File: config.mk
export PLATFORM = sky130hd
export DESIGN_NAME = mgmt_gpio_port
export DESIGN_NICKNAME = d
export VERILOG_FILES = /design/src/rtl/mgmt_gpio_port_pkg.sv /design/src/rtl/mgmt_gpio_sync.sv /design/src/rtl/mgmt_gpio_port.sv
export SDC_FILE = /design/constraint.sdc
export NUM_CORES = 1
export LEC_CHECK = 0
export BUFFER_PORTS_ARGS = -buffer_cell sky130_fd_sc_hd__buf_2
export CELL_PAD_IN_SITES_DETAIL_PLACEMENT = 0
export CELL_PAD_IN_SITES_GLOBAL_PLACEMENT = 2
export CORE_MARGIN = 2
export CORE_UTILIZATION = 30
export CTS_CLUSTER_SIZE = 12
export DETAILED_ROUTE_END_ITERATION = 10
export PLACE_DENSITY_LB_ADDON = 0.05
export RECOVER_POWER = 100
export SLEW_MARGIN = 20
export SYNTH_ARGS = -nofsm -noshare
export SYNTH_HDL_FRONTEND = slang
export SYNTH_SLANG_ARGS = --single-unit
File: constraint.sdc
create_clock -name wb_clk_i -period 3.5 [get_ports wb_clk_i]
set_input_delay 0.35 -clock wb_clk_i [delete_from_list [all_inputs] [get_ports wb_clk_i]]
set_output_delay 0.35 -clock wb_clk_i [all_outputs]
set_load 0.02 [all_outputs]
File: src/rtl/mgmt_gpio_port_pkg.sv
// Shared register offsets, reset constants and address decode helpers for the
// management GPIO port.
package mgmt_gpio_port_pkg;

    localparam logic [7:0] MGMT_GPIO_OUT     = 8'h00;
    localparam logic [7:0] MGMT_GPIO_OEB     = 8'h04;
    localparam logic [7:0] MGMT_GPIO_IN      = 8'h08;
    localparam logic [7:0] MGMT_GPIO_STAT    = 8'h0C;
    localparam logic [7:0] MGMT_GPIO_RISE_EN = 8'h10;
    localparam logic [7:0] MGMT_GPIO_FALL_EN = 8'h14;

    // Outputs come out of reset disabled (OEB is active-low).
    localparam logic [31:0] MGMT_GPIO_OEB_RESET = 32'hFFFF_FFFF;

    localparam int PRIME_W = 2;

    typedef enum logic [2:0] {
        REG_OUT,
        REG_OEB,
        REG_IN,
        REG_STAT,
        REG_RISE_EN,
        REG_FALL_EN,
        REG_NONE
    } reg_sel_e;

    function automatic reg_sel_e decode_reg(input logic [7:0] adr);
        reg_sel_e r;
        case ({adr[7:2], 2'b00})
            MGMT_GPIO_OUT:     r = REG_OUT;
            MGMT_GPIO_OEB:     r = REG_OEB;
            MGMT_GPIO_IN:      r = REG_IN;
            MGMT_GPIO_STAT:    r = REG_STAT;
            MGMT_GPIO_RISE_EN: r = REG_RISE_EN;
            MGMT_GPIO_FALL_EN: r = REG_FALL_EN;
            default:           r = REG_NONE;
        endcase
        return r;
    endfunction

    function automatic logic [31:0] byte_mask(input logic [3:0] sel);
        return {{8{sel[3]}}, {8{sel[2]}}, {8{sel[1]}}, {8{sel[0]}}};
    endfunction

endpackage

File: src/rtl/mgmt_gpio_sync.sv
// Two-flop synchronizer for the returning pad inputs, followed by a history
// flop and registered edge detection gated by a short priming counter.
module mgmt_gpio_sync #(
    parameter int WIDTH = 19
) (
    input  logic             clk,
    input  logic             rst,
    input  logic [WIDTH-1:0] din,
    output logic [WIDTH-1:0] sync,
    output logic [WIDTH-1:0] rise,
    output logic [WIDTH-1:0] fall
);
    import mgmt_gpio_port_pkg::*;

    logic [WIDTH-1:0]   meta;
    logic [WIDTH-1:0]   sync_q;
    logic [WIDTH-1:0]   prev;
    logic [PRIME_W-1:0] prime_cnt;
    logic               primed;

    assign primed = &prime_cnt;
    assign sync   = sync_q;

    // Edges are held off until the pipeline has filled with real pad values,
    // so pins sitting high through reset never look like a rising edge.
    always_ff @(posedge clk) begin
        if (rst) begin
            meta      <= '0;
            sync_q    <= '0;
            prev      <= '0;
            prime_cnt <= '0;
            rise      <= '0;
            fall      <= '0;
        end else begin
            meta   <= din;
            sync_q <= meta;
            prev   <= sync_q;
            if (!primed) begin
                prime_cnt <= prime_cnt + 1'b1;
            end
            rise <= primed ? (sync_q & ~prev) : '0;
            fall <= primed ? (~sync_q & prev) : '0;
        end
    end

endmodule

File: src/rtl/mgmt_gpio_port.sv
// Management-side GPIO endpoint: Wishbone register file driving the pad outputs,
// synchronized input readback, sticky edge status and a level interrupt.
module mgmt_gpio_port #(
    parameter int N_PADS = 19,
    parameter int N_OEB  = 3
) (
    input  logic              wb_clk_i,
    input  logic              wb_rst_i,
    input  logic              wb_cyc_i,
    input  logic              wb_stb_i,
    input  logic              wb_we_i,
    input  logic [3:0]        wb_sel_i,
    input  logic [7:0]        wb_adr_i,
    input  logic [31:0]       wb_dat_i,
    output logic [31:0]       wb_dat_o,
    output logic              wb_ack_o,
    input  logic [N_PADS-1:0] mgmt_gpio_in_buf,
    output logic [N_PADS-1:0] mgmt_gpio_out,
    output logic [N_OEB-1:0]  mgmt_gpio_oeb,
    output logic              irq
);
    import mgmt_gpio_port_pkg::*;

    logic [N_PADS-1:0] in_sync;
    logic [N_PADS-1:0] in_rise;
    logic [N_PADS-1:0] in_fall;
    logic [N_PADS-1:0] stat;
    logic [N_PADS-1:0] rise_en;
    logic [N_PADS-1:0] fall_en;
    logic [N_PADS-1:0] stat_set;
    logic [N_PADS-1:0] stat_clear;
    logic              accept;
    logic              wr;
    reg_sel_e          reg_sel;
    logic [31:0]       wmask;
    logic [31:0]       wdata_m;
    logic [31:0]       rd_data;

    mgmt_gpio_sync #(
        .WIDTH (N_PADS)
    ) u_sync (
        .clk  (wb_clk_i),
        .rst  (wb_rst_i),
        .din  (mgmt_gpio_in_buf),
        .sync (in_sync),
        .rise (in_rise),
        .fall (in_fall)
    );

    // Blocking accept while ack is high spaces back-to-back accesses two cycles apart.
    assign accept  = wb_cyc_i & wb_stb_i & ~wb_ack_o;
    assign wr      = accept & wb_we_i;
    assign reg_sel = decode_reg(wb_adr_i);
    assign wmask   = byte_mask(wb_sel_i);
    assign wdata_m = wb_dat_i & wmask;

    assign stat_set   = (in_rise & rise_en) | (in_fall & fall_en);
    assign stat_clear = (wr && reg_sel == REG_STAT) ? wdata_m[N_PADS-1:0] : '0;

    always_comb begin
        rd_data = '0;
        case (reg_sel)
            REG_OUT:     rd_data[N_PADS-1:0] = mgmt_gpio_out;
            REG_OEB:     rd_data[N_OEB-1:0]  = mgmt_gpio_oeb;
            REG_IN:      rd_data[N_PADS-1:0] = in_sync;
            REG_STAT:    rd_data[N_PADS-1:0] = stat;
            REG_RISE_EN: rd_data[N_PADS-1:0] = rise_en;
            REG_FALL_EN: rd_data[N_PADS-1:0] = fall_en;
            default:     rd_data = '0;
        endcase
    end

    // A new edge landing in the same cycle as a W1C keeps its bit set.
    always_ff @(posedge wb_clk_i) begin
        if (wb_rst_i) begin
            wb_ack_o      <= 1'b0;
            wb_dat_o      <= '0;
            mgmt_gpio_out <= '0;
            mgmt_gpio_oeb <= MGMT_GPIO_OEB_RESET[N_OEB-1:0];
            rise_en       <= '0;
            fall_en       <= '0;
            stat          <= '0;
            irq           <= 1'b0;
        end else begin
            wb_ack_o <= accept;
            wb_dat_o <= accept ? rd_data : '0;
            if (wr) begin
                case (reg_sel)
                    REG_OUT:     mgmt_gpio_out <= (mgmt_gpio_out & ~wmask[N_PADS-1:0])
                                                  | wdata_m[N_PADS-1:0];
                    REG_OEB:     mgmt_gpio_oeb <= (mgmt_gpio_oeb & ~wmask[N_OEB-1:0])
                                                  | wdata_m[N_OEB-1:0];
                    REG_RISE_EN: rise_en <= (rise_en & ~wmask[N_PADS-1:0])
                                            | wdata_m[N_PADS-1:0];
                    REG_FALL_EN: fall_en <= (fall_en & ~wmask[N_PADS-1:0])
                                            | wdata_m[N_PADS-1:0];
                    default: ;
                endcase
            end
            stat <= (stat & ~stat_clear) | stat_set;
            irq  <= |stat;
        end
    end

endmodule

======== After elaboration in Yosys (flattened, before gate mapping) ========
Cells that the tools add are included.
cells by class
  reduce and logical (&&, ||, !) cells .... 11
  mux-type cells .......................... 4
  $add $sub $neg .......................... 1
  equality and inequality tests ........... 10
  bitwise gates (word level) .............. 27
operators with widths
  operator                                             number
  bitwise AND 19 bit                                   9
  bitwise OR 19 bit                                    5
  one-hot mux 16 bit (5 select lines)                  1
  inverter 19 bit                                      4
  one-hot mux 3 bit (6 select lines)                   2
  two-way mux 19 bit                                   1
  OR reduction 19 bit                                  1
  equality test 6 x 2 -> 1 bit, second input constant  2
  equality test 6 x 3 -> 1 bit, second input constant  2
  AND reduction 2 bit                                  5
  equality test 3 x 2 -> 1 bit, second input constant  2
  equality test 3 bit, second input constant           2
  equality test 6 x 1 -> 1 bit, second input constant  1
  logical NOT 6 bit                                    1
  OR reduction 2 bit                                   2
  bitwise AND 1 bit                                    3
  bitwise AND 3 bit                                    1
  equality test 3 x 1 -> 1 bit, second input constant  1
  logical NOT 3 bit                                    1
  inverter 1 bit                                       3
  inverter 3 bit                                       1
  bitwise OR 3 bit                                     1
  adder 2 x 1 -> 2 bit, second input constant          1
  logical AND 1 bit                                    1
word-level totals
  input bits .............................. 68
  logic and storage cells ................. 68
  output and inout bits ................... 56
  register bits after elaboration ......... 210

======== Logic depth before layout (Yosys ltp) ========
Gate-level depths: netlist (run 1).
  depth after elaboration ................. 8
  gate-level depth with buffers ........... 11
  mapped depth without buffers ............ 7

======== Modules after synthesis ========
From an unflattened synthesis (run 1), not the netlist that was laid out.
second synthesis, totals
  cell total of the unflattened synthesis .. 690
  area, all modules ....................... 7303.3 µm²
modules (own cells, without submodules)
  module          cells each  seq. area each (µm²)  area each (µm²)  times used
  mgmt_gpio_port  482         2001.9                4503.1           1
  mgmt_gpio_sync  208         1941.9                2800.2           1

======== Worst setup path before layout (run 1) ========
Ideal clock, no wire load.
  path type ............................... input port to flip-flop
  start point ............................. input wb_adr_i[7]
  end point ............................... register stat[0]
  stages on the path ...................... 9
  data arrival time ....................... 2.620 ns
  library setup time ...................... 0.132 ns
  slack ................................... 0.748 ns
  path buffers ............................ 2
  data required time ...................... 3.368 ns
  cell sequence ........................... nor3_1 > clkbuf_1 > nand2_1 > ha_1 > clkbuf_1 > nor4bb_1 > nand4_1 > o21ai_0 > a21oi_1
on the way
  word-level cells in the longest chain between the ends .. 8
  elaborated cells on any way between the ends .. 13
  those cells by class .................... eq/ne (6); mux (2); bitwise (3); reduce/logical (2)
RTL lines
  item                                                        line                      text
  start, declared                                             mgmt_gpio_port.sv:13      input logic [7:0] wb_adr_i,
  equality test 6 x 3 -> 1 bit, or another cell as far along  mgmt_gpio_port_pkg.sv:29  case ({adr[7:2], 2'b00})
  one-hot mux 3 bit (6 select lines) (*)                      mgmt_gpio_port_pkg.sv:29
  equality test 3 x 2 -> 1 bit (*)                            mgmt_gpio_port.sv:58      assign stat_clear = (wr && reg_sel == REG_STAT) ? wdata_m[N_PADS-1:0] : '0;
  logical AND 1 bit (*)                                       mgmt_gpio_port.sv:58
  two-way mux 19 bit (*)                                      mgmt_gpio_port.sv:58
  inverter 19 bit (*)                                         mgmt_gpio_port.sv:100     stat <= (stat & ~stat_clear) | stat_set;
  bitwise AND 19 bit (*)                                      mgmt_gpio_port.sv:100
  bitwise OR 19 bit (*)                                       mgmt_gpio_port.sv:100
  end signal, assigned                                        mgmt_gpio_port.sv:100
  end, declared                                               mgmt_gpio_port.sv:27      logic [N_PADS-1:0] stat;
Every way passes the cells marked *; elsewhere a longest branch is shown, timed or not.
A chain may end at the register's enable or synchronous reset.

==> out/metrics.csv, run 1 <==
metric;value;unit
Sw Share;25.0;%
GRT overflow;0;
DP Wirelength;15500;µm
initial drt markers;388;
CTS Buf Count;17;
Post-synth top cells;dfxtp_1 (197), mux2i_1 (65), nand2b_1 (61), nor2b_1 (58), nor3b_1 (38);
ANT cells;0;
DRC errors left;0;
Yosys cell types;47;
Synth Instances;753;
Routed WL;23000;µm
Critical Path End Type;register;
CTS tree;built;
Mean Syn Cell Area;10.1;µm²
total power;4.49;mW
top-area cell type share of the netlist area;52.0;%
Rows;58;
CTS max path bufs;2;
status;finished with violations;
Psw;1.12;mW
synthesized area;0.00759;mm²
area leader, netlist;dfxtp_1;
Worst Path Required;3860;ps
Sequential cell area;0.00394;mm²
register area share after synthesis;52.0;%
CP Max Fanout;21;
cts hold-fix bufs;0;
fraction of synthesis flops using an asynchronous set or reset pin;0;%
synthesized flop and latch total;197;
most frequent cell after synthesis;dfxtp_1;
post-CTS sizing;0;
routed vias/inst;4.84;
CTS clk-pin slew, worst paths;70;ps
top cells by area, synth;dfxtp_1 (52%), mux2i_1 (8.6%), nand2b_1 (5.0%), nor2b_1 (4.8%), nor3b_1 (3.8%);
Seq pwr share;51.1;%
r2r setup slk;940;ps
initial antenna violation count;0;
warnings from Yosys;0;
ys flop type;dfxtp_1;
# fillers;2604;
clock share of power;43.5;%
core area;0.0250;mm²
postcts setup bufs;0;
Relative slew margins;-93.5;%
Max-Cap Viols;3;
H-tree levels;4;
Fin Setup TNS;0;ps
Clock Latency Late Sink;440;ps
port bufs;94;
Die X;163;µm
clk_skew;9.77;ps
fin crit share;83.1;%
Max Freq;344;MHz
largest net degree at the start of global routing;90;
Worst Path Arrival;3270;ps
Max Transition Viols Final;199;
fin nets;915;
final setup vio count;0;
measured slew at the worst slew-check pin;2900;ps
Fin. Hold Viols;0;
worst slack, placed;502;ps
vias;5747;
first-pass GRT wire length;34800;µm
number of global-route vias before repair;5739;
EDFF count, synth;0;
Area Growth Syn to Fin;17.3;%
Leak Pwr;3.38;nW
routability cong.;0.765;
routed len/inst;19.4;µm
Internal Pwr Total;3.36;mW
PwrDens;504;mW/mm²
clock sink count;197;
IO Count;124;
Die Ht;163;µm
die area;0.0266;mm²
Final ANT Viol Nets;0;
layout cells sized above 1;12.3;%
Starting Density;30.3;%
class of the worst hold path;input port to register;
area of the multi-input gates;0.00328;mm²
CTS Root Cell;clkbuf_16;
Final Core Density;35.6;%
failing checks;capacitance limit, slew limit;
startpoint types;input port;
Final Worst Setup Slack;590;ps
RSZ-0062 raised after global routing;false;
DRT Pass-1 Iters;6;
all-layer global routing usage;17.7;%
Max VDD drop;259;µV
CP Class;input port to register;
combinational share of power;5.4;%
min Tclk post-route;2910;ps
kinds of logic (layout without fill, tap and decap cells):
group                    Yosys count  in the layout  share of synthesized area, %
XOR/XNOR                           1              1                         0.115
other                              1             13                        0.0494
multiplexers                      67             67                          8.87
adder cells (fa/ha/maj)            2              2                         0.330
buffers and inverters             93            185                          5.42
AND/OR/NAND/NOR                  253            253                          20.6
AO/OA/AOI/OAI                    139            139                          12.6
flip-flops                       197            197                          52.0
critical path, cell delays in order:
cell and delay (ps):
clkbuf_1 670, nand2_1 570, and3_1 440, nor3_4 180, clkbuf_1 760, mux2i_1 260
final timing paths:
kind                  startpoint         endpoint  depth (start not counted)
max                  wb_adr_i[4]         register                          6
min reg2reg      u_sync.prev[16]  u_sync.rise[16]                          1
min          mgmt_gpio_in_buf[4]   u_sync.meta[4]                          2
max reg2reg  u_sync.prime_cnt[0]  u_sync.fall[18]                          4
metrics by stage:
stage	instances	cell area [µm²]	hold WS, ps
floorplan	765	7630	389
global placement	1156	8430	393
detailed placement	1156	8430	399
CTS	1187	9000	102
global route	1187	8900	109
finish	1187	8900	115
layer usage:
layer	up-vias	track usage [%]	part of all wire [%]	wire length [µm]
li1	2799	-	-	-
met1	2778	25.2	49	11300
met2	153	27.8	45	10400
met3	17	3.17	4.5	1040
met4	0	4.38	1.0	238
met5	-	0	0	0
placed cells by master (no fill, tap or decap), types with 18 or more instances in the layout:
cell and count:
a211oi_1 18, a21oi_1 21, a22oi_1 24, buf_2 49, clkbuf_1 53, dfxtp_1 197, inv_1 36, mux2i_1 65
nand2b_1 61, nor2_1 29, nor2b_1 58, nor3b_1 38, o21ai_0 31
layout make-up:
type,instances,share of cell area [%]
Sequential cell,197,44.3
Inverter,36,1.52
Clock inverter,13,1.59
Multi-Input combinational cell,475,36.8
Timing Repair Buffer,118,6.35
Clock buffer,18,4.82
Tap cell,330,4.64
power groups by stage:
| stage | Combinational (mW) | Clock (mW) | Sequential [mW] |
|---|---|---|---|
| floorplan | 0.153 | 0 | 2.34 |
| global placement | 0.238 | 0 | 2.35 |
| detailed placement | 0.243 | 0 | 2.35 |
| CTS | 0.244 | 2.01 | 2.29 |
| global route | 0.265 | 2.10 | 2.30 |
| finish | 0.241 | 1.95 | 2.29 |
No activity file was read; power rests on OpenSTA's default activity.
==> inputs of run 2 (changes only) <==
- ABC_AREA: not set -> 1
- CORE_UTILIZATION: 30 -> 29
- clock period: 3.5 -> 2.3 ns (I/O delays scaled with it)
==> out/metrics.csv, run 2 <==
metric;value;unit
Final Worst Setup Slack;501;ps
Post-DP Area;0.00863;mm²
area leader, netlist;dfxtp_1;
CP Max Fanout;22;
startpoint types;input port;
Critical Path End Type;register;
Leak Pwr;3.70;nW
routed vias/inst;4.27;
top cells by area, synth;dfxtp_1 (51%), nand2_1 (7.8%), nor2_1 (7.8%), inv_1 (6.9%), a21oi_1 (5.4%);
Rows;59;
Routed WL;22500;µm
initial drt markers;405;
status;completed;
vias;6234;
total power;6.90;mW
DRC errors left;0;
Max Freq;556;MHz
design area;0.00927;mm²
synthesized area;0.00779;mm²
H-tree levels;4;
Die Ht;168;µm
Die X;168;µm
most frequent cell after synthesis;dfxtp_1;
CTS Buf Count;17;
warnings from Yosys;0;
Worst Path Required;2630;ps
clock sink count;197;
measured slew at the worst slew-check pin;1320;ps
final setup vio count;0;
Mean Syn Cell Area;7.77;µm²
RSZ-0062 raised after global routing;false;
clk_skew;12.2;ps
postcts setup bufs;0;
Yosys cell types;37;
Clock Latency Late Sink;430;ps
ys flop type;dfxtp_1;
Worst Path Arrival;2130;ps
cts hold-fix bufs;19;
r2r setup slk;540;ps
Max Transition Viols Final;0;
core area;0.0262;mm²
first-pass GRT wire length;35000;µm
routed len/inst;15.4;µm
fin nets;1182;
commonest non-fill, non-tap cell in the layout;dfxtp_1;
worst slack, placed;189;ps
CTS Root Cell;clkbuf_16;
number of global-route vias before repair;5889;
Post-synth top cells;dfxtp_1 (197), nand2_1 (162), nor2_1 (162), inv_1 (144), a21oi_1 (84);
Final ANT Viol Nets;0;
Fin. Hold Viols;0;
layout cells sized above 1;11.4;%
register area share after synthesis;50.6;%
routability cong.;0.753;
fraction of synthesis flops using an asynchronous set or reset pin;0;%
post-CTS sizing;0;
top-area cell type share of the netlist area;50.6;%
CTS tree;built;
Synth Instances;1003;
largest net degree at the start of global routing;64;
PwrDens;745;mW/mm²
GRT overflow;0;
die area;0.0282;mm²
DP Wirelength;15600;µm
Relative slew margins;12.3;%
min Tclk post-route;1800;ps
fin crit share;78.2;%
Area Growth Syn to Fin;18.9;%
CTS max path bufs;2;
initial antenna violation count;0;
most frequent cells in the layout;dfxtp_1 (197), nor2_1 (166), nand2_1 (164), inv_1 (145), a21oi_1 (90);
all-layer global routing usage;16.2;%
class of the worst hold path;input port to register;
Fin Setup TNS;0;ps
EDFF count, synth;0;
worst hold slack;71.5;ps
Max VDD drop;366;µV
synthesized flop and latch total;197;
CP Class;input port to register;
ANT cells;0;
port bufs;94;
IO Count;124;
Starting Density;29.7;%
Max-Cap Viols;0;
CTS clk-pin slew, worst paths;80;ps
DRT Pass-1 Iters;4;
==> run 2: cell types whose count changed after synthesis, moves of 31 or more <==
cell | before | now
a21oi_1 | 21 | 84
nand3_1 | 9 | 40
mux2i_1 | 65 | 0
nand2_1 | 9 | 162
inv_1 | 36 | 144
nor3b_1 | 38 | 0
nor2b_1 | 58 | 0
nand2b_1 | 61 | 0
nor2_1 | 29 | 162
==> run 2: final timing paths <==
path                                       end  cells after the start            from
worst max-delay path                  register                     12     wb_adr_i[4]
worst min-delay path                  register                      3    wb_dat_i[14]
worst max register to register        register                      8        wb_ack_o
worst min register to register  u_sync.sync[4]                      2  u_sync.meta[4]
==> run 2: kinds of logic after synthesis <==
family | share of synthesized area (%)
AND/OR/NAND/NOR | 24.7
buffers and inverters | 11.7
AO/OA/AOI/OAI | 12.6
flip-flops | 50.6
XOR/XNOR | 0.112
adder cells (fa/ha/maj) | 0.321
other | 0.0481
==> run 2: metal layers <==
metal  vias to the layer above  track usage (%)  routed length [µm]
met5                         -                0                   0
met4                         0             3.40                 140
met3                        10             2.77                 955
met2                       131             23.7                9230
met1                      2757             24.8               12200
li1                       3336                -                   -
==> run 2: layout make-up <==
class / count / area (µm²)
well taps: 335 / 419
inverters: 150 / 563
flip-flops and latches: 197 / 3940
repair buffers: 134 / 815
clock buffers: 18 / 439
multi-input cells: 612 / 2920
fillers: 2889 / 16900
clock inverters: 14 / 161
==> run 2: worst max-delay path: stages <==
cell,delay (ps)
clkbuf_1,200
inv_1,60
nor2_1,170
nand3_2,100
ha_1,230
nand2_4,120
nand4_4,170
nor2_1,130
clkbuf_2,400
nand3_1,140
nand2_1,100
nor2_1,60
==> run 2: per-stage QoR <==
stage,util (%),std cells
finish,35.4,1460
global route,35.4,1460
CTS,35.9,1460
detailed placement,32.9,1409
global placement,32.9,1409
floorplan,-,1015
==> run 2: power by group <==
part | switching [mW] | internal (mW)
registers | 0.0266 | 3.47
logic | 0.257 | 0.120
clock network | 1.53 | 1.50
==> inputs of run 3 (changes only) <==
- CORE_UTILIZATION: 29 -> 30
- clock period: 2.3 -> 1.8 ns (I/O delays scaled with it)
==> out/metrics.csv, run 3 (synthesized netlist as in run 2, its figures left out) <==
metric;value;unit
GRT overflow;0;
largest net degree at the start of global routing;65;
Final Core Density;37.5;%
core area;0.0253;mm²
Worst Path Required;2160;ps
Max-Cap Viols;0;
DRT Pass-1 Iters;5;
CTS Buf Count;17;
Worst path slowest cell;ha_1;
fin nets;1206;
initial antenna violation count;0;
port bufs;94;
H-tree levels;4;
routability cong.;0.732;
CTS clk-pin slew, worst paths;80;ps
Die X;165;µm
number of global-route vias before repair;5890;
Sw Share;26.1;%
postcts setup bufs;0;
PwrDens;922;mW/mm²
Routed WL;22000;µm
area of the multi-input gates;0.00295;mm²
Final Worst Setup Slack;224;ps
class of the worst hold path;input port to register;
RSZ-0062 raised after global routing;false;
Critical Path End Type;register;
CP Class;input port to register;
crit path cell chain;clkbuf_1, inv_1, nor2_1, nand3_2, ha_1, nand2_4, nand4_2, nand2_1, nand2_1, clkbuf_4, a21oi_2;
Starting Density;30.8;%
clock sink count;197;
final setup vio count;0;
most frequent cells in the layout;dfxtp_1 (197), nor2_1 (164), nand2_1 (162), inv_1 (144), a21oi_1 (86);
slowest stage delay, CP;230;ps
fin crit share;87.6;%
Max Freq;634;MHz
all-layer global routing usage;16.7;%
startpoint types;input port;
CTS max path bufs;2;
Final ANT Viol Nets;0;
vias;6258;
r2r setup slk;260;ps
measured slew at the worst slew-check pin;645;ps
reg2reg start;wb_ack_o;
routed len/inst;14.9;µm
Clock Latency Late Sink;440;ps
CP Max Fanout;7;
status;completed;
DRC errors left;0;
DP Wirelength;15800;µm
initial drt markers;331;
Worst R2R Path Depth;8;
clk_skew;14.6;ps
WHS Path Cells;3;
combinational share of power;5.7;%
Internal Pwr Total;6.47;mW
Relative slew margins;57.0;%
first-pass GRT wire length;34300;µm
commonest non-fill, non-tap cell in the layout;dfxtp_1;
Leak Pwr;3.81;nW
Psw;2.28;mW
min Tclk post-route;1580;ps
Fin. Hold Viols;0;
CTS Root Cell;clkbuf_16;
Sequential cell area;0.00394;mm²
Area Growth Syn to Fin;21.8;%
Max Transition Viols Final;0;
die area;0.0273;mm²
Max VDD drop;535;µV
Worst Path Arrival;1940;ps
Die Ht;165;µm
Rows;58;
CTS tree;built;
Seq pwr share;51.0;%
IO Count;124;
hold path startpoint;wb_dat_i[13];
most used cell, CP;nand2_1;
routed vias/inst;4.23;
clock share of power;43.2;%
ANT cells;0;
layout cells sized above 1;14.0;%
worst slack, placed;-75.2;ps
# fillers;2745;
[run 3: changes by cell type in the layout (fill, tap and decap cells not counted), moves of 3 or more]
cell,previous run,this run
buf_12,5,8
nor2_2,0,3
buf_4,12,30
a21oi_2,1,5
a21oi_1,90,86
[run 3: how the worst max path moves through the flow]
stage / from / endpoint / slack (ps) / cells past startpoint
after floorplan: wb_adr_i[7] / stat[10] / 60 / 10
after CTS: wb_ack_o / register / 180 / 8
final: wb_adr_i[4] / wb_dat_o[5] / 220 / 11
after global routing: wb_adr_i[4] / register / 1 / 12
after detailed placement: wb_adr_i[4] / wb_dat_o[13] / -80 / 13
after global placement: wb_adr_i[4] / wb_dat_o[13] / -80 / 13
[run 3: critical path, delay by kind of cell]
kind | cells | cell delay (ps)
AO/OA/AOI/OAI | 1 | 140
AND/OR/NAND/NOR | 6 | 900
buffers and inverters | 3 | 460
adder cells (fa/ha/maj) | 1 | 230
[run 3: power by group through the flow]
stage	clock (mW)	sequential [mW]	combinational (mW)
after floorplan	0	4.56	0.300
after global placement	0	4.57	0.490
after detailed placement	0	4.57	0.489
after CTS	3.91	4.47	0.522
after global routing	4.10	4.48	0.572
final	3.78	4.47	0.503
[run 3: metal layers]
metal	up-vias	GRT usage [%]	wire length, µm
li1	3379	-	-
met4	0	3.56	158
met3	10	2.80	725
met1	2761	26.1	12300
met2	108	23.7	8880
met5	-	0	0
[run 3: layout make-up]
| cell class | count | share of cell area [%] |
|---|---|---|
| clock buffers | 18 | 4.52 |
| flip-flops and latches | 197 | 41.6 |
| inverters | 150 | 5.94 |
| multi-input cells | 612 | 31.0 |
| repair buffers | 158 | 10.9 |
| clock inverters | 14 | 1.71 |
| well taps | 330 | 4.35 |
[run 3: stage by stage]
| stage | cell area (µm²) | total power, mW | hold WS [ps] | TNS, ps | instances |
|---|---|---|---|---|---|
| floorplan | 7840 | 4.86 | 287 | 0 | 1015 |
| global placement | 8820 | 5.06 | 379 | -1310 | 1428 |
| detailed placement | 8820 | 5.06 | 385 | -1960 | 1428 |
| CTS | 9610 | 8.90 | 11.0 | 0 | 1479 |
| global route | 9490 | 9.15 | 21.1 | 0 | 1479 |
| finish | 9490 | 8.75 | 25.2 | 0 | 1479 |
[run 3: repair_timing]
item / 4_1_cts / 5_1_grt
endpoints found under the hold margin: 19 / 0
resized for setup: 0 / 1
endpoints found under the setup margin: 0 / 1
hold buffers: 19 / 0
